### src/rtl/cfg_pkg.sv
// ---------------------------------------------------------------------------
// cfg_pkg
// Shared definitions for the configuration packet parser: FSM state encoding,
// the default sync marker, packet geometry and well-known register addresses.
// ---------------------------------------------------------------------------
package cfg_pkg;

   typedef enum logic [1:0] {
      IDLE,
      ADDR,
      DATA,
      CSUM
   } state_t;

   localparam logic [7:0] SYNC_BYTE_DEFAULT = 8'hA5;

   // Bytes that follow the sync marker: address, data payload, checksum.
   localparam int PKT_LEN    = 6;
   localparam int DATA_BYTES = PKT_LEN - 2;

   localparam logic [7:0] REG_CONFIG = 8'd0;

endpackage : cfg_pkg

### src/rtl/sat_counter8.sv
// ---------------------------------------------------------------------------
// sat_counter8
// 8-bit event counter that sticks at 255 instead of wrapping.
//   clk    in   system clock
//   rst    in   synchronous active-high reset (count -> 0)
//   clr    in   synchronous clear (count -> 0)
//   inc    in   count one event this cycle
//   count  out  current count, 0..255
// ---------------------------------------------------------------------------
module sat_counter8 (
   input  logic       clk,
   input  logic       rst,
   input  logic       clr,
   input  logic       inc,
   output logic [7:0] count
);

   // NOTE: sequential state is always assigned with <= so every register
   // samples the pre-edge values, independent of statement order.
   always_ff @(posedge clk) begin
      if (rst || clr) begin
         count <= 8'd0;
      end else if (inc && (count != 8'hFF)) begin
         count <= count + 8'd1;
      end
   end

endmodule : sat_counter8

### src/rtl/cfg_packet_parser.sv
// ---------------------------------------------------------------------------
// cfg_packet_parser
// Frames the SPI received-byte stream into fixed write packets
//   SYNC, ADDR, D3, D2, D1, D0, CSUM   (CSUM = ADDR ^ D3 ^ D2 ^ D1 ^ D0)
// and issues a one-cycle register write for every valid packet. Register 0
// is mirrored on config_out. Accepted and rejected packets are counted with
// saturating counters for debug readback. An inter-byte gap of TIMEOUT idle
// cycles inside a packet aborts it and counts as an error.
//   clk            in   system clock
//   rst            in   synchronous active-high reset
//   byte_in        in   received byte
//   byte_valid     in   one-cycle strobe qualifying byte_in
//   cfg_wr_en      out  one-cycle write pulse for an accepted packet
//   cfg_wr_addr    out  write address (held between writes)
//   cfg_wr_data    out  write data (held between writes)
//   config_out     out  shadow of register 0
//   busy           out  high whenever a packet is in progress
//   pkt_ok_count   out  accepted packets, saturating at 255
//   pkt_err_count  out  rejected or timed-out packets, saturating at 255
// ---------------------------------------------------------------------------
module cfg_packet_parser
   import cfg_pkg::*;
#(
   parameter int          NUM_REGS  = 4,
   parameter logic [7:0]  SYNC_BYTE = SYNC_BYTE_DEFAULT,
   parameter int          TIMEOUT   = 1023,
   parameter logic [31:0] CFG_RESET = 32'h0000_0000
) (
   input  logic        clk,
   input  logic        rst,
   input  logic [7:0]  byte_in,
   input  logic        byte_valid,
   output logic        cfg_wr_en,
   output logic [7:0]  cfg_wr_addr,
   output logic [31:0] cfg_wr_data,
   output logic [31:0] config_out,
   output logic        busy,
   output logic [7:0]  pkt_ok_count,
   output logic [7:0]  pkt_err_count
);

   localparam int TW = $clog2(TIMEOUT + 1);

   state_t      state;
   logic [7:0]  addr_q;
   logic [7:0]  csum_q;
   logic [31:0] data_q;
   logic [1:0]  idx_q;
   logic [TW-1:0] idle_cnt;

   logic timeout_hit;
   logic csum_byte;
   logic addr_ok;
   logic pkt_ok;
   logic pkt_err;

   // The idle counter would reach TIMEOUT on this edge. A byte arriving in
   // the same cycle takes priority, hence the !byte_valid term.
   assign timeout_hit = (state != IDLE) && !byte_valid &&
                        (idle_cnt == TW'(TIMEOUT - 1));

   assign csum_byte = (state == CSUM) && byte_valid;
   assign addr_ok   = int'(addr_q) < NUM_REGS;
   assign pkt_ok    = csum_byte && (byte_in == csum_q) && addr_ok;
   assign pkt_err   = (csum_byte && !((byte_in == csum_q) && addr_ok)) ||
                      timeout_hit;

   always_ff @(posedge clk) begin
      if (rst) begin
         state       <= IDLE;
         busy        <= 1'b0;
         cfg_wr_en   <= 1'b0;
         cfg_wr_addr <= 8'd0;
         cfg_wr_data <= 32'd0;
         config_out  <= CFG_RESET;
         idle_cnt    <= '0;
         // NOTE: the packet assembly registers are reset as well; they are a
         // handful of flops, and it keeps the write bus deterministic.
         addr_q      <= 8'd0;
         csum_q      <= 8'd0;
         data_q      <= 32'd0;
         idx_q       <= 2'd0;
      end else begin
         // Write strobe defaults low so it can only ever last one cycle.
         cfg_wr_en <= 1'b0;

         if ((state == IDLE) || byte_valid || timeout_hit) begin
            idle_cnt <= '0;
         end else begin
            idle_cnt <= idle_cnt + TW'(1);
         end

         if (timeout_hit) begin
            state <= IDLE;
            busy  <= 1'b0;
         end else if (byte_valid) begin
            case (state)
               IDLE: begin
                  // Non-sync bytes between packets are dropped silently.
                  if (byte_in == SYNC_BYTE) begin
                     state <= ADDR;
                     busy  <= 1'b1;
                  end
               end
               ADDR: begin
                  addr_q <= byte_in;
                  csum_q <= byte_in;
                  idx_q  <= 2'd0;
                  state  <= DATA;
               end
               DATA: begin
                  // MSB-first: the first data byte ends up in [31:24].
                  data_q <= {data_q[23:0], byte_in};
                  csum_q <= csum_q ^ byte_in;
                  idx_q  <= idx_q + 2'd1;
                  if (idx_q == 2'(DATA_BYTES - 1)) begin
                     state <= CSUM;
                  end
               end
               CSUM: begin
                  state <= IDLE;
                  busy  <= 1'b0;
                  if (pkt_ok) begin
                     cfg_wr_en   <= 1'b1;
                     cfg_wr_addr <= addr_q;
                     cfg_wr_data <= data_q;
                     if (addr_q == REG_CONFIG) begin
                        config_out <= data_q;
                     end
                  end
               end
               default: begin
                  state <= IDLE;
                  busy  <= 1'b0;
               end
            endcase
         end
      end
   end

   sat_counter8 u_ok_count (
      .clk   (clk),
      .rst   (rst),
      .clr   (1'b0),
      .inc   (pkt_ok),
      .count (pkt_ok_count)
   );

   sat_counter8 u_err_count (
      .clk   (clk),
      .rst   (rst),
      .clr   (1'b0),
      .inc   (pkt_err),
      .count (pkt_err_count)
   );

endmodule : cfg_packet_parser

### config.mk
export PLATFORM = sky130hd
export DESIGN_NAME = cfg_packet_parser
export DESIGN_NICKNAME = d
export VERILOG_FILES = /design/src/rtl/cfg_pkg.sv /design/src/rtl/sat_counter8.sv /design/src/rtl/cfg_packet_parser.sv
export SDC_FILE = /design/constraint.sdc
export NUM_CORES = 1
export LEC_CHECK = 0
export CELL_PAD_IN_SITES_DETAIL_PLACEMENT = 0
export CELL_PAD_IN_SITES_GLOBAL_PLACEMENT = 2
export CORE_ASPECT_RATIO = 0.5
export CORE_UTILIZATION = 33
export DETAILED_ROUTE_END_ITERATION = 10
export HOLD_SLACK_MARGIN = 0.03
export PLACE_DENSITY = 0.93
export SETUP_SLACK_MARGIN = 0.5
export SYNTH_ARGS = -nofsm -noshare
export SYNTH_HDL_FRONTEND = slang
export SYNTH_SLANG_ARGS = --single-unit
### constraint.sdc
create_clock -name clk -period 3.75 [get_ports clk]
set_input_delay 0.5625 -clock clk [delete_from_list [all_inputs] [get_ports clk]]
set_output_delay 0.5625 -clock clk [all_outputs]
set_load 0.05 [all_outputs]
# Yosys cells after proc, flatten, opt, wreduce, memory -nomap -nowiden
# Cells that the tools add are included.
# Widths: inputs -> output; s select.
[totals]
reg_bits = 152
inputBits = 11
out_inout_bits = 90
word_cells = 70
[op_classes]
add_sub_neg = 4
n_lt_le_gt_ge = 1
eq_ne = 11
mux = 8
bitwise = 4
n_reduce_logical = 29
[ops]
columns = ["op", "n"]
rows = [
  ["$add 8x1->8 const B", 2],
  ["$ne 8x8->1 const B", 2],
  ["$pmux 8 s2", 1],
  ["$reduce_and 3->1", 5],
  ["$add 10x1->10 const B", 1],
  ["$eq 10x10->1 const B", 1],
  ["$logic_and 1x1->1", 9],
  ["$eq 8x8->1", 1],
  ["$eq 8x8->1 const B", 1],
  ["$logic_not 8->1", 1],
  ["$lt 8x3->1 const B", 1],
  ["$pmux 2 s4", 1],
  ["$xor 8x8->8", 1],
  ["$eq 2x2->1 const B", 3],
  ["$reduce_bool 2->1", 3],
  ["$reduce_and 5->1", 1],
  ["$mux 2", 2],
  ["$pmux 2 s2", 1],
  ["$reduce_and 4->1", 1],
  ["$reduce_or 2->1", 2],
  ["$reduce_or 4->1", 1],
  ["$logic_or 1x1->1", 3],
  ["$not 1->1", 3],
  ["$add 2x1->2 const B", 1],
  ["7 further kinds", 9],
]

# Depth between registers and ports, before layout
# Gate-level depths: netlist of run 1.
[depth]
ltp_word = 6
mapped_depth = 8
ltp_nobuf = 7

# Modules after synthesis
# Synthesis of run 1 repeated with hierarchy kept, for this count alone.
[hier_totals]
cells_unflattened = 765
hier_area_um2 = 6538.8
[modules_own_cells]
columns = ["module", "n_inst", "cells_per_inst", "area_per_inst_um2", "seq_area_each_um2"]
rows = [
  ["cfg_packet_parser", 1, 669, 5695.5, 2722.6],
  ["sat_counter8", 2, 48, 421.7, 160.2],
]

# Worst setup path before layout of run 1
# OpenSTA, ideal clock, no wires.
[synth_path]
path_kind = "input-to-reg"
from = "input port byte_valid"
to = "register u_ok_count.count[5]"
setup_time_ns = 0.123
arrival_ns = 2.094
required_ns = 3.627
setup_slack_ns = 1.533
path_stages = 6
path_buffers = 2
path_cell_list = "clkbuf_1 nand2_1 or4_1 buf_2 nor4_2 mux2_1"
[synth_via]
elab_chain_cells = 4
[synth_lines]
columns = ["element", "line_no", "text"]
rows = [
  ["start, declared", "cfg_packet_parser.sv:32", "input logic byte_valid,"],
  ["$logic_and 1x1->1", "cfg_packet_parser.sv:62", "assign csum_byte = (state == CSUM) && byte_valid;"],
  ["$logic_and 1x1->1 (2 in a row)", "cfg_packet_parser.sv:64", "assign pkt_ok = csum_byte && (byte_in == csum_q) && addr_ok;"],
  ["$logic_and 1x1->1", "sat_counter8.sv:23", "end else if (inc && (count != 8'hFF)) begin"],
  ["end signal, assigned", "sat_counter8.sv:24", "count <= count + 8'd1;"],
  ["end, declared", "sat_counter8.sv:15", "output logic [7:0] count"],
]
# Every way passes these cells.
# A chain may end at the register's enable or synchronous reset.

# Worst setup path in the final report of run 1
[layout_path]
from = "input port byte_in[6]"
to = "register config_out[9]"
[layout_via]
elab_chain_cells = 4
[layout_lines]
columns = ["element", "line_no", "text"]
rows = [
  ["start, declared", "cfg_packet_parser.sv:31", "input logic [7:0] byte_in,"],
  ["$eq 8x8->1", "cfg_packet_parser.sv:64", ""],
  ["$logic_and 1x1->1 (2 in a row)", "cfg_packet_parser.sv:64", ""],
  ["$reduce_and 5->1 (no line)", "-", ""],
  ["end signal, assigned", "cfg_packet_parser.sv:128", "config_out <= data_q;"],
  ["end, declared", "cfg_packet_parser.sv:36", "output logic [31:0] config_out,"],
]
# Every way passes these cells.

==> impl_metrics.tcl, run 1 <==
set metrics [dict create \
    post-place-cells 1037 \
    hp-start "cfg_wr_data[22]$_SDFFE_PP0P_" \
    maxCapViolations 0 \
    ys_ff_latch 152 \
    cts_setup_buffers 0 \
    power.density_nw_per_um2 438.5 \
    syn_inst 744 \
    holdWs_ps 453.6 \
    setup_violations 0 \
    die_w_um 194.1 \
    grt_max_degree 94 \
    hold_viol_final 0 \
    worstMarginPinSlew_ps 1105 \
    seqCellArea_um2 3043 \
    clk-insertion-delay-late_ps 420 \
    n_fill_cell 1764 \
    critPathBufInv 2 \
    pre_cts_slack_ps 375.0 \
    area_growth_pct 29.39 \
    syn_avg_cell_area_um2 8.183 \
    synthFlopType "dfxtp_1" \
    skew_ps 11.68 \
    port_buffers 100 \
    syn_nets 764 \
    start_kind "primary input" \
    fp.dieH_um 98.05 \
    status "finished, final reports clean" \
    design_area_um2 7878 \
    die-area_um2 19030 \
    layout.nets 842 \
    drtPass1Iterations 5 \
    relSlewSlack_pct 26.33 \
    critPathSlowestCell "or4_2" \
    holdBufCountCts 0 \
    vias 5392 \
    cts_root_buf "clkbuf_16" \
    io_pins 101 \
    core_um2 17700 \
    fin_crit_sh_pct 79.49 \
    slew_viol_final 0 \
    vias_per_cell 5.044 \
    synthArstFlopShare_pct 0 \
    worstSetupEndpointType "flop" \
    finalWorstSetupSlack_ps 769.1 \
    placed_area_um2 7279 \
    clkSlewWorstSetupHoldPaths_ps 70 \
    drive_gt1_share_pct 6.946 \
    start_util_pct 34.40 \
    cp.arrival_ps 3250 \
    fmax_mhz 335.5 \
    yosysSeqAreaShare_pct 49.98 \
    post-route-drc-count 0 \
    critPathKind "primary input to flop" \
    crit_chain "clkdlybuf4s50_1, xnor2_1, nand4_1, or4_2, buf_4, o21ai_0, a21oi_1" \
    syn_area_um2 6088 \
    critPathLaunch "byte_in[6]" \
    power.leakage_nw 2.571 \
    slowest_delay_ps 830 \
    rsz0062_at_grt "false" \
    r2r_start "addr_q[2]$_SDFFE_PP0P_" \
    drt-wirelength-per-cell_um 15.04 \
    drtAntennaViolNets 0 \
    ys_types 39 \
    numCtsBuffers 17 \
    cts_tree "yes" \
    drt_wl_total_mm 16.08 \
    multi_input_area_um2 2814 \
    cts.path.max_buffers 2 \
    track_usage_pct 17.30 \
    ys_warn_count 0 \
    drt_iter0_markers 310 \
    dp_hpwl_mm 10.29 \
    stdcell_count 1069 \
    grt_pass1_wl_mm 26.52 \
    num_antenna_cells 0 \
    irDropWorstVdd_v 0.0002908 \
    h-tree-depth 4 \
    clock-sinks 152 \
    path_max_fanout 66 \
    hold_class "flop to flop" \
    post_cts_resized 0 \
    antenna_found_initial 0 \
    rows 34 \
    min_period_ps 2981 \
    synth_edf_count 0 \
    required_ps 4020 \
    gr-total-overflow 0 \
    setup_tns_ps 0 \
    first_global_vias 5164 \
    gp_congestion 0.7648 \
    critPathTopFamily "buffers and inverters" \
]
## power by group
| part | total, W | switching [W] | leakage, nW | internal (W) |
|---|---|---|---|---|
| sequential | 0.00162 | 0.000000681 | 1.22 | 0.00161 |
| clock | 0.00176 | 0.000744 | 0.290 | 0.00102 |
| combinational | 0.0000753 | 0.0000529 | 1.06 | 0.0000223 |
| total | 0.00345 | 0.000798 | 2.57 | 0.00266 |
## layout make-up
cell class	instances	area share [%]
Clock buffer	19	5.623
Clock inverter	13	1.970
Inverter	9	0.4288
Multi-Input combinational cell	529	35.72
Sequential cell	152	38.63
Tap cell	234	3.717
Timing Repair Buffer	113	13.91
## sequential cells by signal (all words and copies together) (netlist names), 10 cells and up
signal and count:
idle_cnt 10, data_q 32, cfg_wr_data 32, config_out 32
## worst paths after layout
path | end | slack [ps] | depth (start not counted)
max | config_out[9]$_SDFFE_PP0P_ | 770 | 7
min | cfg_wr_data[22]$_SDFFE_PP0P_ | 450 | 2
max reg2reg | config_out[9]$_SDFFE_PP0P_ | 1050 | 6
min reg2reg | cfg_wr_data[22]$_SDFFE_PP0P_ | 450 | 2
## worst reg2reg max path, delay by kind of cell, from the launching register on
kind | cells | cell delay, ps
flip-flops | 1 | 320
buffers and inverters | 1 | 390
AND/OR/NAND/NOR | 3 | 1410
AO/OA/AOI/OAI | 2 | 430
## metrics by stage
| step | total power [W] | util [%] |
|---|---|---|
| global route | 0.003564 | 44.51 |
| global placement | 0.001726 | 41.13 |
| CTS | 0.003484 | 44.51 |
| floorplan | 0.001690 | - |
| detailed placement | 0.001727 | 41.13 |
| finish | 0.003454 | 44.51 |
## cell usage after synthesis, types with 2 or more instances
cell | instances | share of area (%)
a21oi_1 | 126 | 10
nand4_1 | 7 | 0.72
inv_1 | 9 | 0.55
and4_1 | 2 | 0.29
dfxtp_1 | 152 | 50
a211oi_1 | 7 | 0.86
o31ai_1 | 2 | 0.25
o41ai_1 | 2 | 0.29
ha_1 | 9 | 1.8
nor4bb_1 | 2 | 0.33
and2_1 | 4 | 0.41
buf_2 | 6 | 0.49
nor2_1 | 18 | 1.1
nand3b_1 | 2 | 0.25
nand2_1 | 162 | 10
and3_1 | 14 | 1.4
buf_1 | 6 | 0.37
o21ai_0 | 45 | 3.7
xor2_1 | 5 | 0.72
nor3b_1 | 2 | 0.25
nor4_2 | 2 | 0.41
mux2_2 | 5 | 0.92
o21a_1 | 4 | 0.49
nor4_1 | 5 | 0.51
nand3_1 | 51 | 4.2
or4_1 | 4 | 0.49
nor2b_1 | 14 | 1.4
or2_2 | 2 | 0.21
nor3_1 | 3 | 0.25
mux2i_1 | 9 | 1.5
xnor2_1 | 9 | 1.3
clkbuf_1 | 42 | 2.6
or3_1 | 6 | 0.62
## layout by cell type (no fill, tap or decap), drive strengths merged, types with 2 or more instances in the layout
| cell type | netlist | layout |
|---|---|---|
| nor2 | 18 | 18 |
| nor3b | 2 | 2 |
| buf | 12 | 14 |
| nand4 | 7 | 7 |
| or3 | 6 | 6 |
| clkinvlp | 0 | 2 |
| or2 | 2 | 2 |
| ha | 9 | 9 |
| o41ai | 2 | 2 |
| nand2 | 162 | 162 |
| dfxtp | 152 | 152 |
| mux2i | 9 | 9 |
| o21a | 4 | 4 |
| a21oi | 126 | 126 |
| nand3 | 51 | 51 |
| bufinv | 0 | 2 |
| clkbuf | 42 | 19 |
| mux2 | 6 | 6 |
| o21ai | 45 | 45 |
| a211oi | 7 | 7 |
| nand3b | 2 | 2 |
| clkdlybuf4s50 | 0 | 99 |
| nor2b | 14 | 14 |
| xor2 | 5 | 5 |
| or4 | 4 | 4 |
| and2 | 4 | 4 |
| and3 | 14 | 14 |
| xnor2 | 9 | 9 |
| nor4 | 7 | 7 |
| inv | 9 | 17 |
| nor4bb | 2 | 2 |
| and4 | 2 | 2 |
| o31ai | 2 | 2 |
| nor3 | 3 | 3 |
## metal layers
| layer | track usage (%) | routed length (um) | up-vias |
|---|---|---|---|
| met3 | 3.938 | 653 | 14 |
| met1 | 24.42 | 8156 | 2574 |
| met4 | 5.617 | 166 | 0 |
| met5 | 0 | 0 | - |
| li1 | - | - | 2714 |
| met2 | 26.04 | 7100 | 90 |
## logic make-up after synthesis
family / share of synthesized area (%)
AND/OR/NAND/NOR: 22.89
AO/OA/AOI/OAI: 16.67
flip-flops: 49.98
buffers and inverters: 4.007
multiplexers: 2.589
XOR/XNOR: 2.014
adder cells (fa/ha/maj): 1.850
Note: power is estimated with default switching activity, not from simulation.
==> run 2: changes to the inputs <==
--- a/config.mk
+++ b/config.mk
@@ -8,10 +8,10 @@
 export CELL_PAD_IN_SITES_DETAIL_PLACEMENT = 0
 export CELL_PAD_IN_SITES_GLOBAL_PLACEMENT = 2
 export CORE_ASPECT_RATIO = 0.5
-export CORE_UTILIZATION = 33
+export CORE_UTILIZATION = 28
 export DETAILED_ROUTE_END_ITERATION = 10
 export HOLD_SLACK_MARGIN = 0.03
-export PLACE_DENSITY = 0.93
+export PLACE_DENSITY = 0.85
 export SETUP_SLACK_MARGIN = 0.5
 export SYNTH_ARGS = -nofsm -noshare
 export SYNTH_HDL_FRONTEND = slang
==> constraint.sdc (replaced) <==
create_clock -name clk -period 2.54 [get_ports clk]
set_input_delay 0.381 -clock clk [delete_from_list [all_inputs] [get_ports clk]]
set_output_delay 0.381 -clock clk [all_outputs]
set_load 0.05 [all_outputs]
==> run 2 against run 1 <==
Effect of this change:
- sequential power grew 47%
- sequential share of layout area down 3.3 points
- worst setup slack got worse by 360 ps
- largest cell class is now multi-input combinational cells
- via count rose by 2.0%
- non-clock buffer count up 34
- worst hold slack worse by 32 ps
- final area rose by 9.9%
- clock skew fell by 2.1 ps
- global-route usage shrank 2.0 points
- largest power group unchanged
- final cell count is 8.5% higher
==> impl_metrics.tcl, run 2 (synthesis gave the netlist of run 1 again) <==
set metrics [dict create \
    p_seq_share_pct 46.4 \
    final_common_cell "nand2_1" \
    drt-wirelength-per-cell_um 15.26 \
    area_growth_pct 42.15 \
    cts_tree "yes" \
    worstHoldEndpoint "u_err_count.count[1]$_SDFFE_PP0P_" \
    die_w_um 210.5 \
    relSlewSlack_pct 53.94 \
    min_path_cells 3 \
    start_util_pct 29.10 \
    vias_per_cell 4.740 \
    required_ps 2810 \
    cts_root_buf "clkbuf_16" \
    worstMarginPinSlew_ps 690.9 \
    top_regs "cfg_wr_data x32, config_out x32, data_q x32" \
    netSwitchingFraction_pct 22.19 \
    path_max_fanout 14 \
    dp_hpwl_mm 10.90 \
    power.density_nw_per_um2 593.2 \
    hp-start "rst" \
    status "finished, final reports clean" \
    track_usage_pct 15.25 \
    cp.arrival_ps 2400 \
    grt_max_degree 137 \
    critPathKind "flop to flop" \
    post-route-util_pct 41.36 \
    numCtsBuffers 17 \
    min_period_ps 2127 \
    first_global_vias 4996 \
    drtAntennaViolNets 0 \
    io_pins 101 \
    slew_viol_final 0 \
    drive_gt1_share_pct 16.24 \
    clkSlewWorstSetupHoldPaths_ps 60 \
    setup_tns_ps 0 \
    reg2reg_to "config_out[17]$_SDFFE_PP0P_" \
    rsz0062_at_grt "true" \
    setup_violations 0 \
    skew_ps 9.616 \
    num_antenna_cells 0 \
    post-route-drc-count 0 \
    maxCapViolations 0 \
    hold_viol_final 0 \
    gp_congestion 0.7504 \
    fin_crit_sh_pct 83.75 \
    grt_pass1_wl_mm 26.68 \
    placed_area_um2 7562 \
    h-tree-depth 4 \
    die-area_um2 22370 \
    drt_iter0_markers 361 \
    port_buffers 100 \
    r2r_slack_ps 410 \
    layout_common_cells "nand2_1, dfxtp_1, a21oi_1" \
    fp.dieH_um 106.3 \
    design_area_um2 8655 \
    irDropWorstVdd_v 0.0004678 \
    hold_class "primary input to flop" \
    p_total_w 0.005134 \
    antenna_found_initial 0 \
    power_frac_comb_pct 2.5 \
    drt_wl_total_mm 17.70 \
    fmax_mhz 470.1 \
    clk-insertion-delay-late_ps 420 \
    cts.path.max_buffers 2 \
    rows 37 \
    power.leakage_nw 3.051 \
    core_um2 20930 \
    worstSetupEndpointType "flop" \
    r2r_cells 7 \
    drtPass1Iterations 4 \
    holdWs_ps 421.6 \
    p_switching_w 0.001139 \
    holdBufCountCts 0 \
    clock-sinks 152 \
    vias 5498 \
    power.share.clock_pct 51.1 \
    r2r_start "addr_q[2]$_SDFFE_PP0P_" \
    p_int_w 0.003995 \
    gr-total-overflow 0 \
    layout.nets 876 \
    start_kind "flop" \
]
[run 2: changes by cell type in the layout (fill, tap and decap cells not counted), moves of 5 or more]
cell	delta
dfxtp_1	-6
o21ai_0	-31
nor4_4	+6
a211oi_1	-5
buf_4	+23
o21ai_1	+13
clkdlybuf4s50_1	-19
buf_12	+5
dlygate4sd2_1	+13
o21ai_2	+17
dlymetal6s2s_1	+6
[run 2: layout make-up]
| cell class | count | area, um2 |
|---|---|---|
| Sequential cell | 152 | 3055 |
| Clock inverter | 10 | 128.9 |
| Fill cell | 2107 | 12270 |
| Tap cell | 292 | 365.4 |
| Inverter | 9 | 33.78 |
| Clock buffer | 21 | 480.5 |
| Multi-Input combinational cell | 529 | 3077 |
| Timing Repair Buffer | 147 | 1514 |
[run 2: power by group through the flow]
stage | registers [W] | logic, W | clock network (W)
6_report | 0.00238 | 0.000129 | 0.00262
5_1_grt | 0.00238 | 0.000140 | 0.00281
4_1_cts | 0.00238 | 0.000124 | 0.00269
3_5_place_dp | 0.00244 | 0.000122 | 0
3_3_place_gp | 0.00244 | 0.000121 | 0
2_1_floorplan | 0.00244 | 0.0000569 | 0
[run 2: per-stage QoR]
step,setup WS (ps),instances
2_1_floorplan,443.0,744
3_3_place_gp,-178.6,1115
3_5_place_dp,-202.6,1115
4_1_cts,400.6,1151
5_1_grt,332.1,1160
6_report,412.7,1160
[run 2: worst max path at each step]
stage / startpoint / endpoint / slack [ps]
2_1_floorplan: addr_q[2]$_SDFFE_PP0P_ / u_ok_count.count[5]$_SDFFE_PP0P_ / 440
3_3_place_gp: byte_in[6] / u_ok_count.count[0]$_SDFFE_PP0P_ / -180
3_5_place_dp: byte_in[6] / config_out[25]$_SDFFE_PP0P_ / -200
4_1_cts: addr_q[5]$_SDFFE_PP0P_ / u_ok_count.count[0]$_SDFFE_PP0P_ / 400
5_1_grt: addr_q[2]$_SDFFE_PP0P_ / config_out[30]$_SDFFE_PP0P_ / 330
6_report: addr_q[2]$_SDFFE_PP0P_ / config_out[17]$_SDFFE_PP0P_ / 410
[run 2: metal layers]
metal  up-vias  track usage (%)  part of all wire (%)
met5         -                0                     0
met1      2632            20.75                    50
li1       2789                -                     -
met2        62            24.07                    46
met3        15            3.338                   2.6
met4         0            4.658                  0.92
[run 2: critical path: stages, from the launching register on]
cell and delay, ps:
dfxtp_2 330, nor4_4 310, nand4_1 180, or4_4 580, buf_12 180, buf_12 150, o21ai_1 130, a21oi_1 80
[run 2: what timing repair did]
| action | in CTS | in global routing |
|---|---|---|
| buffers inserted | 5 | 5 |
| gates cloned | 0 | 4 |
| gates resized for setup | 67 | 58 |
| endpoints found under the hold margin | 0 | 0 |
| pin swaps | 6 | 26 |
| setup endpoints to repair | 98 | 93 |
==> run 3: changes to the inputs <==
--- a/config.mk
+++ b/config.mk
@@ -8,10 +8,10 @@
 export CELL_PAD_IN_SITES_DETAIL_PLACEMENT = 0
 export CELL_PAD_IN_SITES_GLOBAL_PLACEMENT = 2
 export CORE_ASPECT_RATIO = 0.5
-export CORE_UTILIZATION = 28
+export CORE_UTILIZATION = 31
 export DETAILED_ROUTE_END_ITERATION = 10
 export HOLD_SLACK_MARGIN = 0.03
-export PLACE_DENSITY = 0.85
+export PLACE_DENSITY = 0.89
 export SETUP_SLACK_MARGIN = 0.5
 export SYNTH_ARGS = -nofsm -noshare
 export SYNTH_HDL_FRONTEND = slang
==> constraint.sdc (replaced) <==
create_clock -name clk -period 2.1 [get_ports clk]
set_input_delay 0.315 -clock clk [delete_from_list [all_inputs] [get_ports clk]]
set_output_delay 0.315 -clock clk [all_outputs]
set_load 0.05 [all_outputs]
==> run 3 against run 2 <==
Effect of this change:
- the flow now finishes with violations (negative setup slack)
- worst hold slack got worse by 150 ps
- routed wire length up 4.3%
- final cell count shrank 0.34%
- critical path depth fell by 1
- combinational power grew 39%
- utilization up 7.5 points
- final area rose by 6.3%
- non-clock buffer count grew 29
- largest power group unchanged
- highest routed layer unchanged
==> impl_metrics.tcl, run 3 (synthesis gave the netlist of run 1 again) <==
set metrics [dict create \
    cts_tree "yes" \
    irDropWorstVdd_v 0.0004846 \
    post-route-drc-count 0 \
    n_fill_cell 1787 \
    area_growth_pct 51.07 \
    track_usage_pct 17.40 \
    worstHoldEndpoint "u_err_count.count[1]$_SDFFE_PP0P_" \
    r2r_start "addr_q[2]$_SDFFE_PP0P_" \
    min_path_cells 3 \
    finalWorstSetupSlack_ps -83.91 \
    rsz0062_at_grt "true" \
    core_um2 18830 \
    die-area_um2 20240 \
    drive_gt1_share_pct 30.99 \
    r2r_slack_ps -80 \
    holdWs_ps 269.9 \
    power.leakage_nw 3.535 \
    setup_violations 53 \
    p_int_w 0.004599 \
    gr-total-overflow 0 \
    cts_root_buf "clkbuf_16" \
    worstMarginPinSlew_ps 640.6 \
    slew_viol_final 0 \
    worstSetupEndpointType "flop" \
    power.share.clock_pct 49.2 \
    hold_viol_final 0 \
    maxCapViolations 0 \
    relSlewSlack_pct 57.29 \
    reg2reg_to "u_ok_count.count[2]$_SDFFE_PP0P_" \
    die_w_um 200.2 \
    h-tree-depth 4 \
    layout_common_cells "nand2_1, dfxtp_1, a21oi_1" \
    critPathKind "flop to flop" \
    min_period_ps 2184 \
    status "finished, violations left" \
    cts.path.max_buffers 2 \
    numCtsBuffers 17 \
    path_max_fanout 14 \
    p_seq_share_pct 47.8 \
    required_ps 2400 \
    netSwitchingFraction_pct 23.67 \
    hold_class "primary input to flop" \
    antenna_found_initial 0 \
    clock-sinks 152 \
    power.density_nw_per_um2 655.1 \
    grt_max_degree 137 \
    fp.dieH_um 101.1 \
    top_regs "cfg_wr_data x32, config_out x32, data_q x32" \
    drt-wirelength-per-cell_um 15.97 \
    num_antenna_cells 0 \
    r2r_cells 6 \
    p_total_w 0.006025 \
    io_pins 101 \
    drtAntennaViolNets 0 \
    drt_wl_total_mm 18.47 \
    layout.nets 905 \
    first_global_vias 5266 \
    power_frac_comb_pct 3.0 \
    hp-start "rst" \
    start_kind "flop" \
    final_common_cell "nand2_1" \
    rows 35 \
    clk-insertion-delay-late_ps 430 \
    fmax_mhz 457.9 \
    drt_iter0_markers 254 \
    gp_congestion 0.8007 \
    dp_hpwl_mm 11.01 \
    p_switching_w 0.001426 \
    vias 5711 \
    grt_pass1_wl_mm 27.65 \
    start_util_pct 32.33 \
    port_buffers 100 \
    skew_ps 9.168 \
    vias_per_cell 4.940 \
    fin_crit_sh_pct 104.0 \
    cp.arrival_ps 2480 \
    clkSlewWorstSetupHoldPaths_ps 70 \
    violations "negative setup slack" \
    drtPass1Iterations 4 \
]
==> run 3: cell types whose count changed in the layout (fill, tap and decap cells not counted), sizes merged, moves of 12 or more <==
cell	delta
dlymetal6s2s	+20
clkbuf	+12
dlygate4sd2	-13
clkdlybuf4s50	-78
buf	+30
clkdlybuf4s15	+55
==> run 3: cell type report <==
cell class	instances	area (um2)	share of cell area [%]
multi-input cells	529	3237	35.19
flip-flops and latches	152	3077	33.45
repair buffers	176	1962	21.33
clock buffers	17	425.4	4.625
well taps	259	324.1	3.523
clock inverters	14	138.9	1.510
inverters	9	33.78	0.3673
==> run 3: timing repair <==
action | CTS | global route
pin swaps | 13 | 48
cloned | 2 | 9
setup endpoints to repair | 192 | 145
hold buffers | 0 | 0
gates resized for setup | 228 | 133
setup buffers | 2 | 13
==> run 3: worst max-delay path by stage <==
| stage | start | end | slack (ps) | cells past startpoint |
|---|---|---|---|---|
| floorplan | addr_q[2]$_SDFFE_PP0P_ | u_ok_count.count[5]$_SDFFE_PP0P_ | 10 | 6 |
| global placement | byte_in[3] | u_ok_count.count[2]$_SDFFE_PP0P_ | -550 | 7 |
| detailed placement | byte_in[6] | u_ok_count.count[2]$_SDFFE_PP0P_ | -610 | 7 |
| CTS | addr_q[5]$_SDFFE_PP0P_ | u_ok_count.count[5]$_SDFFE_PP0P_ | -70 | 5 |
| global route | addr_q[2]$_SDFFE_PP0P_ | config_out[4]$_SDFFE_PP0P_ | -200 | 10 |
| finish | addr_q[2]$_SDFFE_PP0P_ | u_ok_count.count[2]$_SDFFE_PP0P_ | -80 | 6 |
==> run 3: layer usage <==
layer	GRT usage [%]	up-vias	wire [um]
li1	-	2853	-
met1	23.05	2757	9144
met2	27.78	86	8461
met3	4.654	15	658
met4	5.148	0	201
met5	0	-	0
==> run 3: power groups by stage <==
stage | combinational (W) | sequential, W | clock, W
3_3_place_gp | 0.000150 | 0.00294 | 0
2_1_floorplan | 0.0000696 | 0.00294 | 0
4_1_cts | 0.000157 | 0.00288 | 0.00304
3_5_place_dp | 0.000152 | 0.00294 | 0
5_1_grt | 0.000191 | 0.00288 | 0.00319
6_report | 0.000179 | 0.00288 | 0.00297
==> run 3: critical path, cell delays in order, from the launching register on <==
cell	delay [ps]
dfxtp_2	330
nor4_4	320
nand4_1	200
or4_4	610
buf_12	180
o311ai_2	280
o41ai_1	110
==> run 3: through the flow <==
stage	setup TNS, ps	setup slack (ps)	area [um2]	utilization, %	std cells
detailed placement	-36630	-613.4	7747	41.14	1099
finish	-1714	-83.91	9198	48.84	1156
CTS	-762.4	-66.21	8564	45.48	1134
floorplan	0	11.56	6241	-	744
global placement	-33380	-549.4	7747	41.14	1099
global route	-8770	-195.7	9198	48.84	1156
